==> src/rtl/serial_lut_pkg.sv <==
// Shared definitions for the serial LUT loader.
// Contents:
//   state_t      - loader FSM states
//   lut_entries  - number of LUT words for a given select width
//   frame_cycles - system clocks from first word accept to the done cycle of a
//                  full frame when the host never stalls
package serial_lut_pkg;

  typedef enum logic [2:0] {
    S_IDLE,
    S_FETCH,
    S_BIT_LO,
    S_BIT_HI,
    S_ROT_LO,
    S_ROT_HI,
    S_END
  } state_t;

  function automatic int lut_entries(input int in_width);
    return 1 << in_width;
  endfunction

  // Each word costs one accept cycle plus OUT_WIDTH full lut_clk periods.
  function automatic int frame_cycles(input int in_width, input int out_width,
                                      input int half_period);
    return lut_entries(in_width) * (1 + 2 * half_period * out_width);
  endfunction

  localparam int DEFAULT_ENTRIES = lut_entries(4);

endpackage

==> src/rtl/lut_clk_phase_timer.sv <==
// Half-period timer for the generated LUT clock.
// Ports:
//   clk, rst_n - system clock, asynchronous active-low reset
//   i_load     - restart the timer for a new low or high phase
//   o_term     - high during the last system clock of the current phase
module lut_clk_phase_timer #(
  parameter int HALF_PERIOD = 2
) (
  input  logic clk,
  input  logic rst_n,
  input  logic i_load,
  output logic o_term
);

  localparam int CW = $clog2(HALF_PERIOD + 1);

  logic [CW-1:0] r_cnt;

  // Loading HALF_PERIOD-1 makes the phase last exactly HALF_PERIOD cycles,
  // with the terminal flag raised in its final cycle.
  always_ff @(posedge clk or negedge rst_n) begin
    if (!rst_n) begin
      r_cnt <= '0;
    end else if (i_load) begin
      r_cnt <= CW'(HALF_PERIOD - 1);
    end else if (r_cnt != '0) begin
      r_cnt <= r_cnt - 1'b1;
    end
  end

  assign o_term = (r_cnt == '0);

endmodule

==> src/rtl/serial_lut_loader.sv <==
// Initiator for the serial-load LUT: accepts table words from a host over a
// valid/ready handshake and shifts them MSB-first into the LUT, or issues a
// single rotate strobe on request.
// Ports:
//   clk, rst_n            - system clock, asynchronous active-low reset
//   word_valid/word_ready - host handshake, transfer when both high
//   word_data             - table entry (OUT_WIDTH bits)
//   rot_req               - request one rotate strobe (sampled in IDLE only)
//   busy                  - high whenever the loader is not idle
//   done                  - one-cycle pulse at end of frame or rotate
//   lut_d/lut_clk/lut_cs_n/lut_rot_n - registered LUT serial pins
module serial_lut_loader
  import serial_lut_pkg::*;
#(
  parameter int IN_WIDTH    = 4,
  parameter int OUT_WIDTH   = 3,
  parameter int HALF_PERIOD = 2
) (
  input  logic                 clk,
  input  logic                 rst_n,
  input  logic                 word_valid,
  output logic                 word_ready,
  input  logic [OUT_WIDTH-1:0] word_data,
  input  logic                 rot_req,
  output logic                 busy,
  output logic                 done,
  output logic                 lut_d,
  output logic                 lut_clk,
  output logic                 lut_cs_n,
  output logic                 lut_rot_n
);

  localparam int ENTRIES = lut_entries(IN_WIDTH);
  localparam int BW      = (OUT_WIDTH > 1) ? $clog2(OUT_WIDTH) : 1;
  localparam logic [BW-1:0]       BIT_TOP  = BW'(OUT_WIDTH - 1);
  localparam logic [IN_WIDTH-1:0] WORD_TOP = IN_WIDTH'(ENTRIES - 1);

  state_t               r_state, w_state_nxt;
  logic [OUT_WIDTH-1:0] r_word, w_word_nxt;
  logic [BW-1:0]        r_bit_cnt, w_bit_nxt;
  logic [IN_WIDTH-1:0]  r_word_cnt, w_wcnt_nxt;
  logic                 w_term;
  logic                 w_load;
  logic                 w_d_nxt;

  logic r_word_ready, r_busy, r_done, r_lut_d, r_lut_clk, r_lut_cs_n, r_lut_rot_n;

  // Every LO/HI phase starts on a state change, so one restart covers them all.
  assign w_load = (w_state_nxt != r_state);

  lut_clk_phase_timer #(
    .HALF_PERIOD(HALF_PERIOD)
  ) u_phase (
    .clk   (clk),
    .rst_n (rst_n),
    .i_load(w_load),
    .o_term(w_term)
  );

  always_comb begin
    w_state_nxt = r_state;
    w_word_nxt  = r_word;
    w_bit_nxt   = r_bit_cnt;
    w_wcnt_nxt  = r_word_cnt;
    case (r_state)
      S_IDLE: begin
        // A word offer wins over a rotate request.
        if (word_valid) begin
          w_word_nxt  = word_data;
          w_bit_nxt   = BIT_TOP;
          w_wcnt_nxt  = '0;
          w_state_nxt = S_BIT_LO;
        end else if (rot_req) begin
          w_state_nxt = S_ROT_LO;
        end
      end
      S_FETCH: begin
        // Waiting here is harmless: the LUT only acts on lut_clk rising edges.
        if (word_valid) begin
          w_word_nxt  = word_data;
          w_bit_nxt   = BIT_TOP;
          w_wcnt_nxt  = r_word_cnt + 1'b1;
          w_state_nxt = S_BIT_LO;
        end
      end
      S_BIT_LO: if (w_term) w_state_nxt = S_BIT_HI;
      S_BIT_HI: begin
        if (w_term) begin
          if (r_bit_cnt != '0) begin
            w_bit_nxt   = r_bit_cnt - 1'b1;
            w_state_nxt = S_BIT_LO;
          end else if (r_word_cnt != WORD_TOP) begin
            w_state_nxt = S_FETCH;
          end else begin
            w_state_nxt = S_END;
          end
        end
      end
      S_ROT_LO: if (w_term) w_state_nxt = S_ROT_HI;
      S_ROT_HI: if (w_term) w_state_nxt = S_END;
      S_END:    w_state_nxt = S_IDLE;
      default:  w_state_nxt = S_IDLE;
    endcase
  end

  // New data bit is presented only when a low phase begins, so lut_d is
  // stable through the whole high phase.
  assign w_d_nxt = (w_state_nxt == S_BIT_LO) ? w_word_nxt[w_bit_nxt] : r_lut_d;

  always_ff @(posedge clk or negedge rst_n) begin
    if (!rst_n) begin
      r_state      <= S_IDLE;
      r_bit_cnt    <= '0;
      r_word_cnt   <= '0;
      r_word_ready <= 1'b0;
      r_busy       <= 1'b0;
      r_done       <= 1'b0;
      r_lut_d      <= 1'b0;
      r_lut_clk    <= 1'b0;
      r_lut_cs_n   <= 1'b1;
      r_lut_rot_n  <= 1'b1;
    end else begin
      r_state      <= w_state_nxt;
      r_bit_cnt    <= w_bit_nxt;
      r_word_cnt   <= w_wcnt_nxt;
      // Pins are registered from the next state so they line up with r_state.
      r_word_ready <= (w_state_nxt == S_IDLE) || (w_state_nxt == S_FETCH);
      r_busy       <= (w_state_nxt != S_IDLE);
      r_done       <= (w_state_nxt == S_END);
      r_lut_d      <= w_d_nxt;
      r_lut_clk    <= (w_state_nxt == S_BIT_HI) || (w_state_nxt == S_ROT_HI);
      r_lut_cs_n   <= !((w_state_nxt == S_BIT_LO) || (w_state_nxt == S_BIT_HI) ||
                        (w_state_nxt == S_FETCH));
      r_lut_rot_n  <= !((w_state_nxt == S_ROT_LO) || (w_state_nxt == S_ROT_HI));
    end
  end

  always_ff @(posedge clk) begin
    r_word <= w_word_nxt;
  end

  assign word_ready = r_word_ready;
  assign busy       = r_busy;
  assign done       = r_done;
  assign lut_d      = r_lut_d;
  assign lut_clk    = r_lut_clk;
  assign lut_cs_n   = r_lut_cs_n;
  assign lut_rot_n  = r_lut_rot_n;

endmodule

==> config.mk <==
export PLATFORM = sky130hd
export DESIGN_NAME = serial_lut_loader
export DESIGN_NICKNAME = d
export VERILOG_FILES = /design/src/rtl/serial_lut_pkg.sv /design/src/rtl/lut_clk_phase_timer.sv /design/src/rtl/serial_lut_loader.sv
export SDC_FILE = /design/constraint.sdc
export NUM_CORES = 1
export LEC_CHECK = 0
export CAP_MARGIN = 30
export CORE_ASPECT_RATIO = 1.25
export CORE_MARGIN = 8
export CORE_UTILIZATION = 48
export DETAILED_ROUTE_END_ITERATION = 10
export GPL_TIMING_DRIVEN = 0
export HOLD_SLACK_MARGIN = 0.02
export PLACE_DENSITY = 0.72
export RECOVER_POWER = 50
export SYNTH_ARGS = -nofsm -noshare
export SYNTH_HDL_FRONTEND = slang
export SYNTH_SLANG_ARGS = --single-unit
export TNS_END_PERCENT = 5
==> constraint.sdc <==
create_clock -name clk -period 2.5 [get_ports clk]
set_input_delay 0.5 -clock clk [delete_from_list [all_inputs] [get_ports clk]]
set_output_delay 0.5 -clock clk [all_outputs]
set_load 0.1 [all_outputs]
==> run summary <==
Status -> finished clean
GPL Wtd Cong -> 0.751
Vias in the first global route -> 829
Avg Vias per Cell -> 5.68
Cell depth of the worst flop-to-flop path -> 8
Clock buffer depth -> 2
Postcts setup bufs -> 0
Final setup margin -> 0.0456 ns
Post-synth EDFFs -> 0
Clk_lat worst skew -> 0.31 ns
Dpl ws -> 0.245 ns
Hold depth -> 2
Rel. slew slack -> 35.0%
Crit-path cells -> clkdlybuf4s50_1
Final period utilization -> 98.2%
CP top delay family -> buffers and inverters
Power Dens Cells -> 1410 mW/mm²
Unrepaired setup endpoints after global routing -> no
Setup crit end kind -> primary output
Setup TNS -> 0 ns
Starting density of the core -> 48.8%
HPWL after DPL -> 1540 µm
Fin nets -> 134
Critical Path Stages -> 1
Post-synth top flop -> dfrtp_1
Num rows -> 19
DRT Wirelength -> 2050 µm
Unique masters post-synth -> 37
Crit path kind -> register to primary output
Hold/Removal Path Class -> register to register
Die width -> 57.7 µm
Antenna cells -> 0
Final ANT Viol Nets -> 0
1st-iter DRT viols -> 37
Mapped Cells -> 107
CTS-repair resized insts -> 0
Static leakage -> 0.594 nW
H-tree levels -> 1
Max layer used -> met4
Average size of a mapped cell -> 9.76 µm²
Clock skew -> 0.00910 ns
Met3 wire len -> 82 µm
Die Ht -> 68.2 µm
Min Tclk post-route -> 2.45 ns
CTS tree -> yes
Fin. Hold Viols -> 0
CP Launch Type -> register
First-pass GRT wire length -> 3570 µm
Maximum fanout along the worst path -> 1
Routed WL per cell -> 14.1 µm
Data required time at the worst endpoint -> 2.00 ns
Post-Syn Area -> 0.00104 mm²
CTS Buf Count -> 3
Worst-Margin Slew -> 0.972 ns
Core ar. -> 0.00214 mm²
First-pass iteration count of the detailed router -> 4
Area delta synth->final -> 17.7%
Fmax -> 407 MHz
Hold Buf Count CTS -> 0
Final slew viol count -> 0
Syn nets -> 116
Arrival time of the worst setup path -> 1.95 ns
Number of synthesized register bits -> 21
Clk root buf -> clkbuf_4
GRT Total Usage -> 11.8%
Final setup fails -> 0
Overflow left after global routing -> 0
Top Ports -> 14
Clk slew on worst S/H paths -> 0.11 ns
Met2 wire length -> 1080 µm
Slowest-stage cell, CP -> clkdlybuf4s50_1
Maximum VDD drop -> 0.000835 V
Synth warnings -> 0
DRC viols -> 0
CTS Sinks -> 21
Share of layout cells above drive strength 1 -> 11.3%
Max stage delay on crit path -> 1.12 ns
Port Buffers -> 13
Max cap viols -> 0
Sequential-to-total area share from yosys stat -> 49.1%
WL met1 -> 846 µm
Initial antenna violation count -> 0
FFs w/ async S/R, synth -> 85.7%
Vias after detailed routing -> 824
Largest net degree at the start of global routing -> 19
Die area -> 0.00393 mm²
Bufs and invs on worst path -> 1
==> placed cells by master, fill, tap and decap left out, types with 2 or more instances in the layout <==
cell and n:
dfxtp_1 3, clkdlybuf4s50_1 11, nor2_1 8, dfrtp_1 16
mux2i_1 2, a2bb2oi_1 2, inv_1 5, o21ai_0 4
nand2b_1 3, a22o_1 2, dfstp_2 2, clkbuf_1 3
clkbuf_4 3, a21oi_1 5, and2_1 3, nand2_1 23
nand3_1 4, ha_1 2
==> metrics by stage <==
stage / power [W] / hold WS (ns) / instance area [µm²] / utilization (%) / cells
after global placement: 0.00154 / 0.438 / 1200 / 56.1 / 141
final: 0.00173 / 0.458 / 1230 / 57.5 / 145
after CTS: 0.00175 / 0.462 / 1230 / 57.4 / 145
after floorplan: 0.00136 / 0.204 / 1040 / - / 107
after detailed placement: 0.00158 / 0.443 / 1200 / 56.1 / 141
after global routing: 0.00185 / 0.475 / 1230 / 57.5 / 145
==> layer usage <==
| layer | vias to the layer above | GRT usage (%) |
|---|---|---|
| li1 | 405 | - |
| met1 | 396 | 12.2 |
| met2 | 18 | 22.1 |
| met3 | 5 | 2.26 |
| met4 | 0 | 6.44 |
| met5 | - | 0 |
==> cells by family (layout without fill, tap and decap cells) <==
logic type,after synthesis,count (layout),share of synthesized area [%]
compound gates,23,23,17.5
fa+ha+maj,2,2,2.39
buf+inv,11,28,5.39
flops,21,21,49.1
mux,3,3,3.35
simple gates,47,47,22.3
==> report_power, final <==
| part | internal (W) | switching (W) |
|---|---|---|
| combinational | 0.000342 | 0.000648 |
| clock | 0.0000598 | 0.000108 |
| sequential | 0.000485 | 0.0000875 |
==> worst reg2reg max path, stage by stage, from the launching register on <==
cell and delay, ns:
dfrtp_1 0.40, inv_1 0.07, ha_1 0.33, nand4b_4 0.18, or2_1 0.27, o32a_4 0.35
clkinv_4 0.07, nor3_2 0.05, mux2_4 0.29
==> cell type report <==
class                   count  area, µm²
clock inverters             1       5.00
plain buffers               5       27.5
multi-input cells          75        475
flip-flops and latches     21        513
fillers                   198        910
well taps                  21       26.3
repair buffers             13        133
clock buffers               3       22.5
inverters                   6       27.5
==> Yosys cell counts, types with 2 or more instances <==
cell       instances  area (µm²)
a21oi_1            5        25.0
a22o_1             2        17.5
a2bb2oi_1          2        17.5
and2_1             3        18.8
clkbuf_1           2        7.51
dfrtp_1           16         400
dfstp_2            2        52.6
dfxtp_1            3        60.1
ha_1               2        25.0
inv_1              5        18.8
mux2i_1            2        20.0
nand2_1           23        86.3
nand2b_1           3        18.8
nand3_1            4        20.0
nor2_1             8        30.0
o21ai_0            4        20.0
==> state kept, by name (all words and copies together) (netlist names) <==
register	count
r_word_cnt	4
r_state	3
r_word	3
r_bit_cnt	2
u_phase.r_cnt	2
busy	1
done	1
lut_clk	1
lut_cs_n	1
lut_d	1
lut_rot_n	1
word_ready	1
==> final timing paths <==
path                                  start          endpoint  slack (ns)
min in group asynchronous             rst_n  u_phase.r_cnt[1]        0.70
min                               r_word[2]         r_word[2]        0.46
min reg2reg                       r_word[2]         r_word[2]        0.46
max                               lut_rot_n         lut_rot_n        0.05
max in group asynchronous             rst_n              done        1.29
max reg2reg                u_phase.r_cnt[0]             lut_d        0.37
Power figures use the tool's default switching activity.
